File: config.mk
export PLATFORM = sky130hd
export DESIGN_NAME = rgb_fade_ctrl
export DESIGN_NICKNAME = d
export VERILOG_FILES = /design/src/rtl/rgb_fade_ctrl.sv
export SDC_FILE = /design/constraint.sdc
export NUM_CORES = 1
export LEC_CHECK = 0
export ABC_AREA = 1
export CAP_MARGIN = 20
export CORE_MARGIN = 2
export CORE_UTILIZATION = 60
export CTS_CLUSTER_DIAMETER = 60
export DETAILED_ROUTE_END_ITERATION = 10
export PLACE_DENSITY_LB_ADDON = 0.15
export SLEW_MARGIN = 15
export SYNTH_ARGS = -nofsm -noshare
export SYNTH_HDL_FRONTEND = slang
export SYNTH_SLANG_ARGS = --single-unit
File: constraint.sdc
create_clock -name clk -period 2.8 [get_ports clk]
set_clock_uncertainty 0.1 [all_clocks]
set_input_delay 0.42 -clock clk [delete_from_list [all_inputs] [get_ports clk]]
set_output_delay 0.42 -clock clk [all_outputs]
set_load 0.01 [all_outputs]
File: src/rtl/rgb_fade_ctrl.sv
// rgb_fade_ctrl
// Fades the three RGB LED channels toward the color word delivered by the
// UART receive stage. Each color bit selects a target duty of MAX_DUTY or 0.
// On every prescaler terminal count, each duty steps one unit toward its
// target. The duties drive a shared free-running PWM counter.
//
// Ports:
//   clk           system clock; all logic runs on the rising edge
//   rst_n         asynchronous active-low reset
//   color_in      color word: bit0 red, bit1 green, bit2 blue
//   color_valid   level qualifier; color_in is captured on every edge it is high
//   led_r/g/b     registered PWM pins, polarity set by LED_ACTIVE_LOW
//   busy          high while any duty differs from its target
//   current_color last accepted color word
//
// State | meaning
// IDLE  | every duty equals its target
// FADE  | at least one duty is still stepping toward its target
module rgb_fade_ctrl #(
  parameter int PWM_BITS       = 8,
  parameter int MAX_DUTY       = 255,
  parameter int STEP_CYCLES    = 27000,
  parameter int LED_ACTIVE_LOW = 1
) (
  input  logic       clk,
  input  logic       rst_n,
  input  logic [2:0] color_in,
  input  logic       color_valid,
  output logic       led_r,
  output logic       led_g,
  output logic       led_b,
  output logic       busy,
  output logic [2:0] current_color
);

  localparam int                   PRE_W    = (STEP_CYCLES > 1) ? $clog2(STEP_CYCLES) : 1;
  localparam logic [PRE_W-1:0]     PRE_LAST = PRE_W'(STEP_CYCLES - 1);
  localparam logic [PWM_BITS-1:0]  DUTY_MAX = PWM_BITS'(MAX_DUTY);
  localparam logic                 LED_OFF  = (LED_ACTIVE_LOW != 0);

  typedef enum logic {IDLE, FADE} state_t;

  state_t                     state_q, state_d;
  logic [PRE_W-1:0]           pre_cnt;
  logic                       step_tick;
  logic [PWM_BITS-1:0]        pwm_cnt;
  logic [2:0][PWM_BITS-1:0]   duty, duty_nxt, target;
  logic                       mismatch;

  assign step_tick = (pre_cnt == PRE_LAST);

  // Targets come from the registered color, so a capture on a step_tick
  // edge still steps toward the previous targets.
  always_comb begin
    for (int i = 0; i < 3; i++) begin
      target[i] = current_color[i] ? DUTY_MAX : '0;
    end
  end

  assign mismatch = (duty != target);

  always_comb begin
    duty_nxt = duty;
    if (step_tick) begin
      for (int i = 0; i < 3; i++) begin
        if (duty[i] < target[i]) begin
          duty_nxt[i] = duty[i] + 1'b1;
        end else if (duty[i] > target[i]) begin
          duty_nxt[i] = duty[i] - 1'b1;
        end
      end
    end
  end

  always_ff @(posedge clk or negedge rst_n) begin
    if (!rst_n) begin
      pre_cnt <= '0;
    end else if (step_tick) begin
      pre_cnt <= '0;
    end else begin
      pre_cnt <= pre_cnt + 1'b1;
    end
  end

  always_ff @(posedge clk or negedge rst_n) begin
    if (!rst_n) begin
      pwm_cnt       <= '0;
      duty          <= '0;
      current_color <= 3'b000;
    end else begin
      pwm_cnt <= pwm_cnt + 1'b1;
      duty    <= duty_nxt;
      if (color_valid) begin
        current_color <= color_in;
      end
    end
  end

  always_ff @(posedge clk or negedge rst_n) begin
    if (!rst_n) begin
      state_q <= IDLE;
    end else begin
      state_q <= state_d;
    end
  end

  always_comb begin
    state_d = state_q;
    case (state_q)
      IDLE:    if (mismatch)  state_d = FADE;
      FADE:    if (!mismatch) state_d = IDLE;
      default: state_d = IDLE;
    endcase
  end

  assign busy = (state_q == FADE);

  always_ff @(posedge clk or negedge rst_n) begin
    if (!rst_n) begin
      led_r <= LED_OFF;
      led_g <= LED_OFF;
      led_b <= LED_OFF;
    end else begin
      led_r <= (duty[0] > pwm_cnt) ^ LED_OFF;
      led_g <= (duty[1] > pwm_cnt) ^ LED_OFF;
      led_b <= (duty[2] > pwm_cnt) ^ LED_OFF;
    end
  end

endmodule

# Word-level counts from Yosys, hierarchy flattened
# Cells that the tools add are included.
# word_totals
regBits	54
inputBits	6
out_inout_bits	7
elab_cells	49
# classes
add_sub_neg	8
n_lt_le_gt_ge	9
n_eq_ne	2
mux	11
n_bitwise	3
n_reduce_logical	6
# op_table
cell	count
two-way mux 8 bit	9
> comparator 8 bit	6
adder 8 x 1 -> 8 bit (second input constant)	4
< comparator 8 bit	3
inequality test 24 bit	1
subtractor 8 x 1 -> 8 bit (second input constant)	3
adder 15 x 1 -> 15 bit (second input constant)	1
equality test 15 bit (second input constant)	1
two-way mux 15 bit	1
AND reduction 2 bit	3
nonzero test 2 bit	3
NOT 1 bit	3
two-way mux 1 bit	1

# Longest topological paths before layout
# Gate-level depths: netlist (run 1).
# depth
word_depth	4
depth_mapped	20
ltp_nobuf	20

# Least setup slack after synthesis (run 1)
# Ideal clock, no wire load.
# synth_timing
kind	register to register
start	reg current_color[1]
end	reg duty[15] in the netlist's numbering
setup_ns	0.116
t_arrival_ns	2.383
required_ns	2.584
path_slack_ns	0.201
path_stages_with_launch	16
n_path_buf	0
period_less_slack_ns	2.599
cell_sequence	dfrtp_1 inv_1 ha_1 a21oi_1 nor2_1 nor2_1 nand2_1 ha_1 o21ai_0 nor2_1 nor2_1 inv_1 nand2_1 nand2_1 nand2_1 nand2_1
# synth_via
elab_chain_len	4
word_cells_on_any_way	6
cone_classes	order compare (2); mux (2); reduce/logical (2)
# synth_lines
item	line_no	text
start: declaration	33	output logic [2:0] current_color
start signal: assignment	94	current_color <= color_in;
two-way mux 8 bit (*)	56	target[i] = current_color[i] ? DUTY_MAX : '0;
< comparator 8 bit / > comparator 8 bit (equally long branches)	66, 68	
nonzero test 2 bit (no source line)	-	
AND reduction 2 bit (no source line)	-	
end signal: assignment	92	duty <= duty_nxt;
end: declaration	47	logic [2:0][PWM_BITS-1:0] duty, duty_nxt, target;
# Every way passes the cells marked *; elsewhere a longest branch is shown, timed or not.
# A chain may end at the register's enable or synchronous reset.

# Worst setup path after layout (run 1)
# layout_timing
start	reg current_color[1]
end	reg duty[13] in the netlist's numbering
# Same word-level chain as after synthesis.

==> insert_results.sql, run 1 <==
INSERT INTO impl_metrics (metric_group, metric, value, unit) VALUES
('status', 'run_status', 'complete, no violations', ''),
('layout', 'diode_count', '0', ''),
('cts', 'cts_tree', 'built', ''),
('cts', 'worstSkewPairLatency', '0.31', 'ns'),
('logic_synthesis', 'async_reset_ff_share', '100', '%'),
('power', 'leakage', '0.00254', 'uW'),
('logic_synthesis', 'synthDistinctLibCells', '30', ''),
('floorplan', 'fp.dieW', '87.8', 'microns'),
('layout', 'final_cell_mix', 'sky130_fd_sc_hd__nand2_1 (126), sky130_fd_sc_hd__ha_1 (62), sky130_fd_sc_hd__inv_1 (54), sky130_fd_sc_hd__dfrtp_1 (51), sky130_fd_sc_hd__nor2_1 (36)', ''),
('placed_design', 'dp_hpwl', '7040', 'microns'),
('drt', 'drt_first_iter_violations', '164', ''),
('grt', 'grt.total_usage', '25.7', '%'),
('placed_design', 'post-place-cells', '640', ''),
('floorplan', 'floorplan.core_area', '6790', 'sq um'),
('min_path', 'timing.hold.worst.class', 'in -> async', ''),
('grt', 'grt_first_pass_wirelength', '15800', 'microns'),
('cts', 'cts_num_sinks', '54', ''),
('logic_synthesis', 'synth_cells', '521', ''),
('drt', 'routed-via-count', '3612', ''),
('drt', 'drt-vias-per-instance', '5.52', ''),
('drt', 'drt_drc_violations_left', '0', ''),
('power', 'ir_drop', '0.248', 'mV'),
('logic_synthesis', 'syn-cell-area', '4220', 'sq um'),
('logic_synthesis', 'synth_warnings', '0', ''),
('timing', 'fmaxAchievable', '371', 'MHz'),
('grt', 'grt.overflow.total', '0', ''),
('layout', 'drive_gt1_share', '12.5', '%'),
('logic_synthesis', 'synthesis_stage_register_bit_count', '54', ''),
('worst_setup_path', 'criticalPathCategory', 'reg -> reg', ''),
('cts', 'cts-buffers-inserted', '5', ''),
('layout', 'commonest_non_fill_non_tap_cell_in_the_layout', 'sky130_fd_sc_hd__nand2_1', ''),
('timing', 'layout_min_cycle_time', '2.70', 'ns'),
('logic_synthesis', 'number_of_enable_type_register_cells_in_the_synthesized_netlist', '0', ''),
('timing', 'finalHoldWorstSlack', '0.348', 'ns'),
('worst_setup_path', 'cp_data_arrival_time', '2.81', 'ns'),
('timing', 'fin_tns_setup', '0', 'ns'),
('worst_setup_path', 'startpoint_type', 'flip-flop', ''),
('layout', 'area_growth_syn_to_layout', '13.6', '%'),
('drt', 'wl_per_cell', '14.4', 'microns'),
('flow_run', 'number_of_violations_of_the_max_capacitance_limit', '0', ''),
('cts', 'cts.path.max_buffers', '2', ''),
('timing', 'part_of_the_cycle_the_worst_path_needs', '96.3', '%'),
('cts', 'htree_levels', '2', ''),
('worst_setup_path', 'setup.worst_path.end_class', 'flip-flop', ''),
('worst_setup_path', 'timing.critical_path.required', '2.91', 'ns'),
('floorplan', 'core.rowCount', '30', ''),
('layout', 'post_layout_nonfiller_instances', '654', ''),
('placed_design', 'place.port_buffers', '12', ''),
('floorplan', 'die_y', '87.8', 'microns'),
('cts', 'clk_pin_slew_worst_paths', '0.10', 'ns'),
('floorplan', 'initial_utilization', '62.1', '%'),
('logic_synthesis', 'synth.yosys.seq_area_share', '32.1', '%'),
('grt', 'vias_in_the_first_global_route', '3468', ''),
('layout', 'fill_cells', '535', ''),
('cts', 'clock-root-buffer', 'sky130_fd_sc_hd__clkbuf_8', ''),
('timing', 'report.final.slew_viol_count', '0', ''),
('floorplan', 'ioPinCount', '13', ''),
('worst_setup_path', 'worstPathMaxFanout', '8', ''),
('placed_design', 'global_placement_routability_congestion', '0.905', ''),
('timing', 'relSlewSlack', '61.3', '%'),
('timing', 'setup_viol', '0', ''),
('logic_synthesis', 'postSynth.topFlopCell', 'sky130_fd_sc_hd__dfrtp_1', ''),
('logic_synthesis', 'synth.net_count', '598', ''),
('grt', 'antenna_found_initial', '0', ''),
('timing', 'max_slew.worst_pin.slew', '0.576', 'ns'),
('drt', 'antenna_left', '0', ''),
('power', 'total_power', '1570', 'uW'),
('floorplan', 'design.die.area', '7720', 'sq um'),
('layout', 'final_nets', '634', ''),
('drt', 'drt_first_pass_iters', '5', ''),
('power', 'power_density_over_the_cells', '328', 'nW/um^2'),
('drt', 'drt_wl_total', '9390', 'microns'),
('logic_synthesis', 'syn_avg_cell_area', '8.10', 'sq um'),
('timing', 'hold_violations', '0', ''),
('grt', 'grt_max_degree', '31', '');
repair_timing:
| item | in CTS | in global routing |
|---|---|---|
| hold buffers | 1 | 0 |
| resized for setup | 3 | 19 |
| setup endpoints to repair | 7 | 14 |
| pin swaps | 0 | 4 |
| gates cloned | 0 | 1 |
| setup buffers | 0 | 4 |
| endpoints found under the hold margin | 5 | 0 |
layout make-up:
cell class              instances  area [sq um]  share of cell area (%)
multi-input cells             405          2680                    56.0
flip-flops and latches         54          1360                    28.3
repair buffers                 31           260                    5.43
inverters                      60           228                    4.75
well taps                      96           120                    2.51
clock buffers                   6          82.6                    1.72
clock inverters                 2          60.1                    1.25
stage by stage:
stage	util [%]	instance area (sq um)	setup WS, ns
after floorplan	-	4220	0.201
after global placement	66.6	4520	-0.0336
after detailed placement	66.6	4520	-0.0625
after CTS	68.9	4680	0.00348
after global routing	70.5	4790	-0.0974
final	70.5	4790	0.103
Yosys cell counts (9+ instances only):
cell type	number	area, sq um
sky130_fd_sc_hd__xnor2_1	9	78.8
sky130_fd_sc_hd__nor3_1	13	65.1
sky130_fd_sc_hd__dfrtp_1	51	1280
sky130_fd_sc_hd__nand2_1	129	484
sky130_fd_sc_hd__a21oi_1	31	155
sky130_fd_sc_hd__nand3_1	27	135
sky130_fd_sc_hd__o21ai_0	17	85.1
sky130_fd_sc_hd__nand4_1	14	87.6
sky130_fd_sc_hd__o21ai_2	10	87.6
sky130_fd_sc_hd__nor2_1	37	139
sky130_fd_sc_hd__inv_1	57	214
sky130_fd_sc_hd__ha_1	68	851
sky130_fd_sc_hd__xor2_1	18	158
registers in the layout, summed over array words and instances (netlist names):
register / cells
busy: 1
current_color: 3
duty: 24
led_b: 1
led_g: 1
led_r: 1
pre_cnt: 15
pwm_cnt: 8
power breakdown:
part | leakage [uW] | switching [uW] | internal, uW | total [uW]
clock | 0.0000714 | 276 | 382 | 658
sequential | 0.000705 | 4.47 | 783 | 788
combinational | 0.00177 | 76.8 | 47.1 | 124
total | 0.00254 | 358 | 1210 | 1570
path summary, 6_finish.rpt:
check	startpoint	to	slack, ns	cells past startpoint
max	current_color[1]	duty[13]	0.10	13
min	rst_n	duty[12]	0.35	2
max reg2reg	current_color[1]	duty[13]	0.10	13
min reg2reg	pre_cnt[0]	pre_cnt[0]	0.38	1
max in group asynchronous	rst_n	led_b	1.60	3
min in group clk	pre_cnt[0]	pre_cnt[0]	0.38	1
per-layer routing:
metal	GRT usage (%)	part of all wire, %	vias up
li1	-	-	1823
met1	33.9	45	1703
met2	45.6	50	73
met3	3.30	2.8	13
met4	5.17	1.4	0
met5	0	0	-
worst max-delay path: stages (launching register included):
cell	delay [ns]
sky130_fd_sc_hd__dfrtp_1	0.42
sky130_fd_sc_hd__inv_4	0.08
sky130_fd_sc_hd__ha_1	0.34
sky130_fd_sc_hd__a21oi_2	0.18
sky130_fd_sc_hd__nor2_1	0.08
sky130_fd_sc_hd__nor2_1	0.18
sky130_fd_sc_hd__nand2_2	0.20
sky130_fd_sc_hd__ha_1	0.33
sky130_fd_sc_hd__nand2_1	0.05
sky130_fd_sc_hd__nand2_1	0.09
sky130_fd_sc_hd__o21ai_2	0.08
sky130_fd_sc_hd__o21ai_0	0.25
sky130_fd_sc_hd__xnor2_1	0.15
sky130_fd_sc_hd__o21ai_1	0.07
cells by family after synthesis:
kind of cell | synth area share, %
AOI/OAI and AO/OA | 10.1
xor gates and xnor gates | 5.61
adders and majority gates | 21.6
buffers and inverters | 6.14
DFF | 32.1
and+or+nand+nor | 24.4
No activity file was read; power rests on OpenSTA's default activity.
==> run 2: changes to the inputs <==
SETUP_SLACK_MARGIN = 0.02   (was default)
==> run 2 against run 1 <==
Power is 0.14% higher; highest routed layer unchanged; global-route usage stayed put; cell count stayed put; sequential share of layout area is 0.20 points lower; sequential power hardly changed; first-iteration DRC count is 26% lower; critical endpoint is now duty[14]; flip-flop and latch count stayed put; combinational power hardly changed; register-to-register slack better by 0.06 ns; via count is 0.61% lower; count of clock-buffer cells in the layout stayed put.
==> insert_results.sql, run 2 (synthesis results as in run 1) <==
INSERT INTO impl_metrics (metric_group, metric, value, unit) VALUES
('cts', 'htree_levels', '2', ''),
('worst_setup_path', 'setup.worst_path.end_class', 'flip-flop', ''),
('power', 'power_density_over_the_cells', '326', 'nW/um^2'),
('power', 'total_power', '1570', 'uW'),
('timing', 'report.final.slew_viol_count', '0', ''),
('power', 'clock_power_share', '41.9', '%'),
('power', 'ir_drop', '0.246', 'mV'),
('timing', 'max_slew.worst_pin.slew', '0.552', 'ns'),
('min_path', 'timing.hold.worst.class', 'in -> async', ''),
('placed_design', 'dp_hpwl', '7040', 'microns'),
('placed_design', 'global_placement_routability_congestion', '0.905', ''),
('grt', 'grt_first_pass_wirelength', '15800', 'microns'),
('layout', 'area_growth_syn_to_layout', '14.4', '%'),
('layout', 'diode_count', '0', ''),
('power', 'internal-power', '1210', 'uW'),
('drt', 'routed-via-count', '3590', ''),
('power', 'switching_power', '359', 'uW'),
('timing', 'relSlewSlack', '62.9', '%'),
('floorplan', 'fp.dieW', '87.8', 'microns'),
('grt', 'grt.total_usage', '25.7', '%'),
('grt', 'grt.overflow.total', '0', ''),
('worst_setup_path', 'startpoint_type', 'flip-flop', ''),
('drt', 'drt-vias-per-instance', '5.49', ''),
('cts', 'cts_tree', 'built', ''),
('timing', 'setup_repair_after_global_routing_missed_its_margin', 'true', ''),
('cts', 'clock-root-buffer', 'sky130_fd_sc_hd__clkbuf_8', ''),
('layout', 'layout_top_registers', 'duty x24, pre_cnt x15, pwm_cnt x8', ''),
('layout', 'max_reg_flops', '24', ''),
('drt', 'drt_first_iter_violations', '122', ''),
('worst_setup_path', 'cp_data_arrival_time', '2.75', 'ns'),
('layout', 'drive_gt1_share', '13.3', '%'),
('timing', 'setup_viol', '0', ''),
('power', 'combPwrFrac', '7.9', '%'),
('floorplan', 'ioPinCount', '13', ''),
('worst_setup_path', 'timing.critical_path.required', '2.92', 'ns'),
('drt', 'wl_per_cell', '14.4', 'microns'),
('worst_setup_path', 'criticalPathCategory', 'reg -> reg', ''),
('flow_run', 'number_of_violations_of_the_max_capacitance_limit', '0', ''),
('layout', 'fill_cells', '527', ''),
('cts', 'cts-buffers-inserted', '5', ''),
('timing', 'layout_min_cycle_time', '2.63', 'ns'),
('timing', 'part_of_the_cycle_the_worst_path_needs', '94.1', '%'),
('layout', 'commonest_non_fill_non_tap_cell_in_the_layout', 'sky130_fd_sc_hd__nand2_1', ''),
('grt', 'vias_in_the_first_global_route', '3468', ''),
('layout', 'final_nets', '634', ''),
('drt', 'drt_drc_violations_left', '0', ''),
('power', 'seqPwrFrac', '50.1', '%'),
('cts', 'cts.path.max_buffers', '2', ''),
('timing', 'hold_violations', '0', ''),
('floorplan', 'die_y', '87.8', 'microns'),
('cts', 'clk_pin_slew_worst_paths', '0.11', 'ns'),
('layout', 'largest-register', 'duty', ''),
('floorplan', 'design.die.area', '7720', 'sq um'),
('floorplan', 'core.rowCount', '30', ''),
('status', 'run_status', 'complete, no violations', ''),
('placed_design', 'place.port_buffers', '12', ''),
('grt', 'antenna_found_initial', '0', ''),
('drt', 'drt_first_pass_iters', '6', ''),
('floorplan', 'floorplan.core_area', '6790', 'sq um'),
('grt', 'grt_max_degree', '31', ''),
('cts', 'worstSkewPairLatency', '0.31', 'ns'),
('drt', 'drt_wl_total', '9450', 'microns'),
('timing', 'fmaxAchievable', '380', 'MHz'),
('power', 'power.share.switching', '22.9', '%'),
('worst_setup_path', 'worstPathMaxFanout', '8', ''),
('timing', 'fin_tns_setup', '0', 'ns'),
('power', 'leakage', '0.00254', 'uW'),
('drt', 'antenna_left', '0', ''),
('floorplan', 'initial_utilization', '62.1', '%'),
('layout', 'final_cell_mix', 'sky130_fd_sc_hd__nand2_1 (126), sky130_fd_sc_hd__ha_1 (60), sky130_fd_sc_hd__inv_1 (54), sky130_fd_sc_hd__dfrtp_1 (51), sky130_fd_sc_hd__nor2_1 (35)', ''),
('cts', 'cts_num_sinks', '54', '');
-- run 2: area by class of cell --
class / instances / area, sq um / share of cell area, %
flip-flops and latches: 54 / 1360 / 28.1
inverters: 60 / 230 / 4.77
multi-input cells: 405 / 2720 / 56.3
well taps: 96 / 120 / 2.49
clock buffers: 6 / 82.6 / 1.71
clock inverters: 2 / 60.1 / 1.25
repair buffers: 31 / 260 / 5.40
-- run 2: path summary, 6_finish.rpt --
kind / start / end / slack, ns / cells after the start
max: current_color[1] / duty[14] / 0.17 / 13
min in group clk: pre_cnt[0] / pre_cnt[0] / 0.39 / 1
max in group asynchronous: rst_n / led_b / 1.59 / 3
min: rst_n / duty[12] / 0.35 / 2
max reg2reg: current_color[1] / duty[14] / 0.17 / 13
min reg2reg: pre_cnt[0] / pre_cnt[0] / 0.39 / 1
-- run 2: repair_timing --
action | in CTS | in global routing
pin swaps | 0 | 4
hold buffers | 1 | 0
resized for setup | 3 | 25
cloned | 0 | 1
hold endpoints to repair | 5 | 0
setup endpoints to repair | 8 | 14
setup buffers | 0 | 4
-- run 2: routing by layer --
layer  wire, microns  share of wire (%)  global-route usage, %
met4             112                1.2                   5.17
met3             245                2.6                   3.30
met1            4330                 46                   33.9
met2            4760                 50                   45.6
met5               0                  0                      0
-- run 2: worst max-delay path: stages, from the launching register on --
cell,delay [ns]
sky130_fd_sc_hd__dfrtp_1,0.42
sky130_fd_sc_hd__inv_4,0.08
sky130_fd_sc_hd__ha_1,0.34
sky130_fd_sc_hd__a21oi_2,0.18
sky130_fd_sc_hd__nor2_1,0.08
sky130_fd_sc_hd__nor2_2,0.19
sky130_fd_sc_hd__nand2_4,0.15
sky130_fd_sc_hd__buf_4,0.17
sky130_fd_sc_hd__fa_2,0.37
sky130_fd_sc_hd__nand4_1,0.11
sky130_fd_sc_hd__nand3_1,0.09
sky130_fd_sc_hd__xor2_1,0.15
sky130_fd_sc_hd__nand2_1,0.06
sky130_fd_sc_hd__nand2_1,0.05
-- run 2: stage by stage --
stage / hold WS [ns] / utilization (%) / cell area, sq um / worst slack (ns) / std cells
final: 0.350 / 71.0 / 4820 / 0.167 / 654
after floorplan: 0.0244 / - / 4220 / 0.201 / 521
after global placement: 0.162 / 66.6 / 4520 / -0.0336 / 640
after CTS: 0.353 / 68.9 / 4680 / 0.00348 / 649
after global routing: 0.364 / 71.0 / 4820 / -0.0169 / 654
after detailed placement: 0.162 / 66.6 / 4520 / -0.0625 / 640
-- run 2: power groups by stage --
stage,Sequential (uW),Clock (uW),Combinational [uW]
2_1_floorplan,804,0,65.5
3_3_place_gp,802,0,110
3_5_place_dp,802,0,118
4_1_cts,787,665,119
5_1_grt,789,694,143
6_report,788,659,125
==> run 3: changes to the inputs <==
DONT_BUFFER_PORTS = 1   (was default)
SKIP_CTS_REPAIR_TIMING = 1   (was default)
==> run 3 against run 2 <==
Sequential share of layout area up 1.1 points; via count down 3.6%; power down 7.1%; cell count down 1.1%; largest power group unchanged.
==> insert_results.sql, run 3 (synthesis results as in run 1) <==
INSERT INTO impl_metrics (metric_group, metric, value, unit) VALUES
('status', 'run_status', 'complete, no violations', ''),
('grt', 'grt_first_pass_wirelength', '14900', 'microns'),
('worst_setup_path', 'critPathLaunch', 'current_color[0]', ''),
('placed_design', 'dp_hpwl', '6620', 'microns'),
('grt', 'grt.overflow.total', '0', ''),
('cts', 'cts_tree', 'built', ''),
('placed_design', 'place.port_buffers', '0', ''),
('floorplan', 'core.rowCount', '30', ''),
('layout', 'drive_gt1_share', '12.0', '%'),
('layout', 'final_nets', '627', ''),
('layout', 'largest-register', 'duty', ''),
('grt', 'grt_max_degree', '55', ''),
('drt', 'drt_first_iter_violations', '128', ''),
('timing', 'hold_violations', '0', ''),
('power', 'ir_drop', '0.203', 'mV'),
('power', 'combPwrFrac', '7.9', '%'),
('worst_setup_path', 'cp_data_arrival_time', '2.67', 'ns'),
('cts', 'cts-buffers-inserted', '5', ''),
('layout', 'area_growth_syn_to_layout', '10.2', '%'),
('timing', 'report.final.slew_viol_count', '0', ''),
('drt', 'drt_wl_total', '8600', 'microns'),
('power', 'total_power', '1460', 'uW'),
('power', 'seqPwrFrac', '53.9', '%'),
('power', 'power.share.switching', '24.9', '%'),
('power', 'leakage', '0.00253', 'uW'),
('timing', 'part_of_the_cycle_the_worst_path_needs', '90.9', '%'),
('cts', 'cts.path.max_buffers', '2', ''),
('layout', 'final_cell_mix', 'sky130_fd_sc_hd__nand2_1 (127), sky130_fd_sc_hd__ha_1 (66), sky130_fd_sc_hd__inv_1 (54), sky130_fd_sc_hd__dfrtp_1 (51), sky130_fd_sc_hd__nor2_1 (35)', ''),
('placed_design', 'global_placement_routability_congestion', '0.889', ''),
('drt', 'wl_per_cell', '13.3', 'microns'),
('grt', 'vias_in_the_first_global_route', '3312', ''),
('layout', 'max_reg_flops', '24', ''),
('power', 'internal-power', '1100', 'uW'),
('timing', 'fmaxAchievable', '393', 'MHz'),
('power', 'power_density_over_the_cells', '314', 'nW/um^2'),
('power', 'clock_power_share', '38.3', '%'),
('flow_run', 'number_of_violations_of_the_max_capacitance_limit', '0', ''),
('grt', 'antenna_found_initial', '0', ''),
('worst_setup_path', 'setup.worst_path.end_class', 'flip-flop', ''),
('placed_design', 'post-place-cells', '633', ''),
('worst_setup_path', 'criticalPathCategory', 'reg -> reg', ''),
('worst_setup_path', 'startpoint_type', 'flip-flop', ''),
('power', 'switching_power', '363', 'uW'),
('floorplan', 'floorplan.core_area', '6790', 'sq um'),
('cts', 'htree_levels', '2', ''),
('cts', 'clock-root-buffer', 'sky130_fd_sc_hd__clkbuf_8', ''),
('min_path', 'hp-start', 'color_valid', ''),
('timing', 'max_slew.worst_pin.slew', '0.568', 'ns'),
('layout', 'diode_count', '0', ''),
('layout', 'layout_top_registers', 'duty x24, pre_cnt x15, pwm_cnt x8', ''),
('floorplan', 'ioPinCount', '13', ''),
('worst_setup_path', 'worstPathMaxFanout', '9', ''),
('grt', 'grt.total_usage', '24.3', '%'),
('timing', 'relSlewSlack', '61.8', '%'),
('drt', 'antenna_left', '0', ''),
('worst_setup_path', 'critical_path.reg2reg.startpoint', 'current_color[0]', ''),
('drt', 'drt_first_pass_iters', '4', ''),
('drt', 'drt_drc_violations_left', '0', ''),
('timing', 'layout_min_cycle_time', '2.55', 'ns'),
('drt', 'routed-via-count', '3461', ''),
('cts', 'cts_num_sinks', '54', ''),
('layout', 'post_layout_nonfiller_instances', '647', ''),
('floorplan', 'design.die.area', '7720', 'sq um'),
('floorplan', 'fp.dieW', '87.8', 'microns'),
('layout', 'commonest_non_fill_non_tap_cell_in_the_layout', 'sky130_fd_sc_hd__nand2_1', ''),
('worst_setup_path', 'timing.critical_path.required', '2.92', 'ns'),
('timing', 'setup_repair_after_global_routing_missed_its_margin', 'false', ''),
('cts', 'worstSkewPairLatency', '0.32', 'ns'),
('timing', 'setup_viol', '0', ''),
('min_path', 'timing.hold.worst.class', 'in -> reg', ''),
('floorplan', 'die_y', '87.8', 'microns'),
('cts', 'clk_pin_slew_worst_paths', '0.11', 'ns'),
('drt', 'drt-vias-per-instance', '5.35', ''),
('floorplan', 'initial_utilization', '62.1', '%');
==> run 3: critical path: stages, from the launching register on <==
cell and delay (ns):
sky130_fd_sc_hd__dfrtp_1 0.40, sky130_fd_sc_hd__inv_2 0.13, sky130_fd_sc_hd__ha_1 0.26, sky130_fd_sc_hd__a21oi_1 0.16, sky130_fd_sc_hd__nor2_1 0.06, sky130_fd_sc_hd__nor2_1 0.15
sky130_fd_sc_hd__nand2_2 0.16, sky130_fd_sc_hd__ha_1 0.36, sky130_fd_sc_hd__a21oi_1 0.17, sky130_fd_sc_hd__o21ai_0 0.09, sky130_fd_sc_hd__nor2_1 0.14, sky130_fd_sc_hd__inv_1 0.05
sky130_fd_sc_hd__nand2_1 0.07, sky130_fd_sc_hd__nand2_1 0.05, sky130_fd_sc_hd__nand2_1 0.05, sky130_fd_sc_hd__nand2_1 0.04
==> run 3: per-layer routing <==
layer | share of wire [%] | up-vias | track usage (%)
met5 | 0 | - | 0
met4 | 0.84 | 0 | 4.90
met1 | 49 | 1602 | 32.7
met3 | 2.8 | 6 | 3.20
li1 | - | 1808 | -
met2 | 47 | 45 | 42.1
==> run 3: path summary, 6_finish.rpt <==
check,depth (start not counted),to,slack [ns]
max,15,duty[7],0.25
min,1,current_color[2],0.09
max reg2reg,15,duty[7],0.25
min reg2reg,1,pre_cnt[0],0.38
max in group asynchronous,2,led_b,1.80
min in group asynchronous,2,duty[12],0.51
==> run 3: power by group through the flow <==
stage	clock, uW	combinational, uW	sequential [uW]
after floorplan	0	65.5	804
after global placement	0	85.8	800
after detailed placement	0	91.0	801
after CTS	576	91.2	786
after global routing	600	134	787
final	558	115	787
==> run 3: final cells by class <==
type | count | area, sq um
flip-flops and latches | 54 | 1360
well taps | 96 | 120
clock buffers | 5 | 68.8
inverters | 60 | 228
fillers | 595 | 2150
repair buffers | 24 | 203
multi-input cells | 405 | 2630
clock inverters | 3 | 47.5
==> run 3: metrics by stage <==
step           utilization [%]  setup TNS (ns)  setup slack (ns)  hold WS, ns  instance area (sq um)
6_report                  68.4               0             0.254       0.0927                   4650
5_1_grt                   68.4               0            0.0410       0.0965                   4650
4_1_cts                   67.2         -0.0588           -0.0367       -0.333                   4560
3_5_place_dp              65.5        -0.00887          -0.00887       0.0257                   4450
3_3_place_gp              65.5               0            0.0237       0.0255                   4450
2_1_floorplan                -               0             0.201       0.0244                   4220
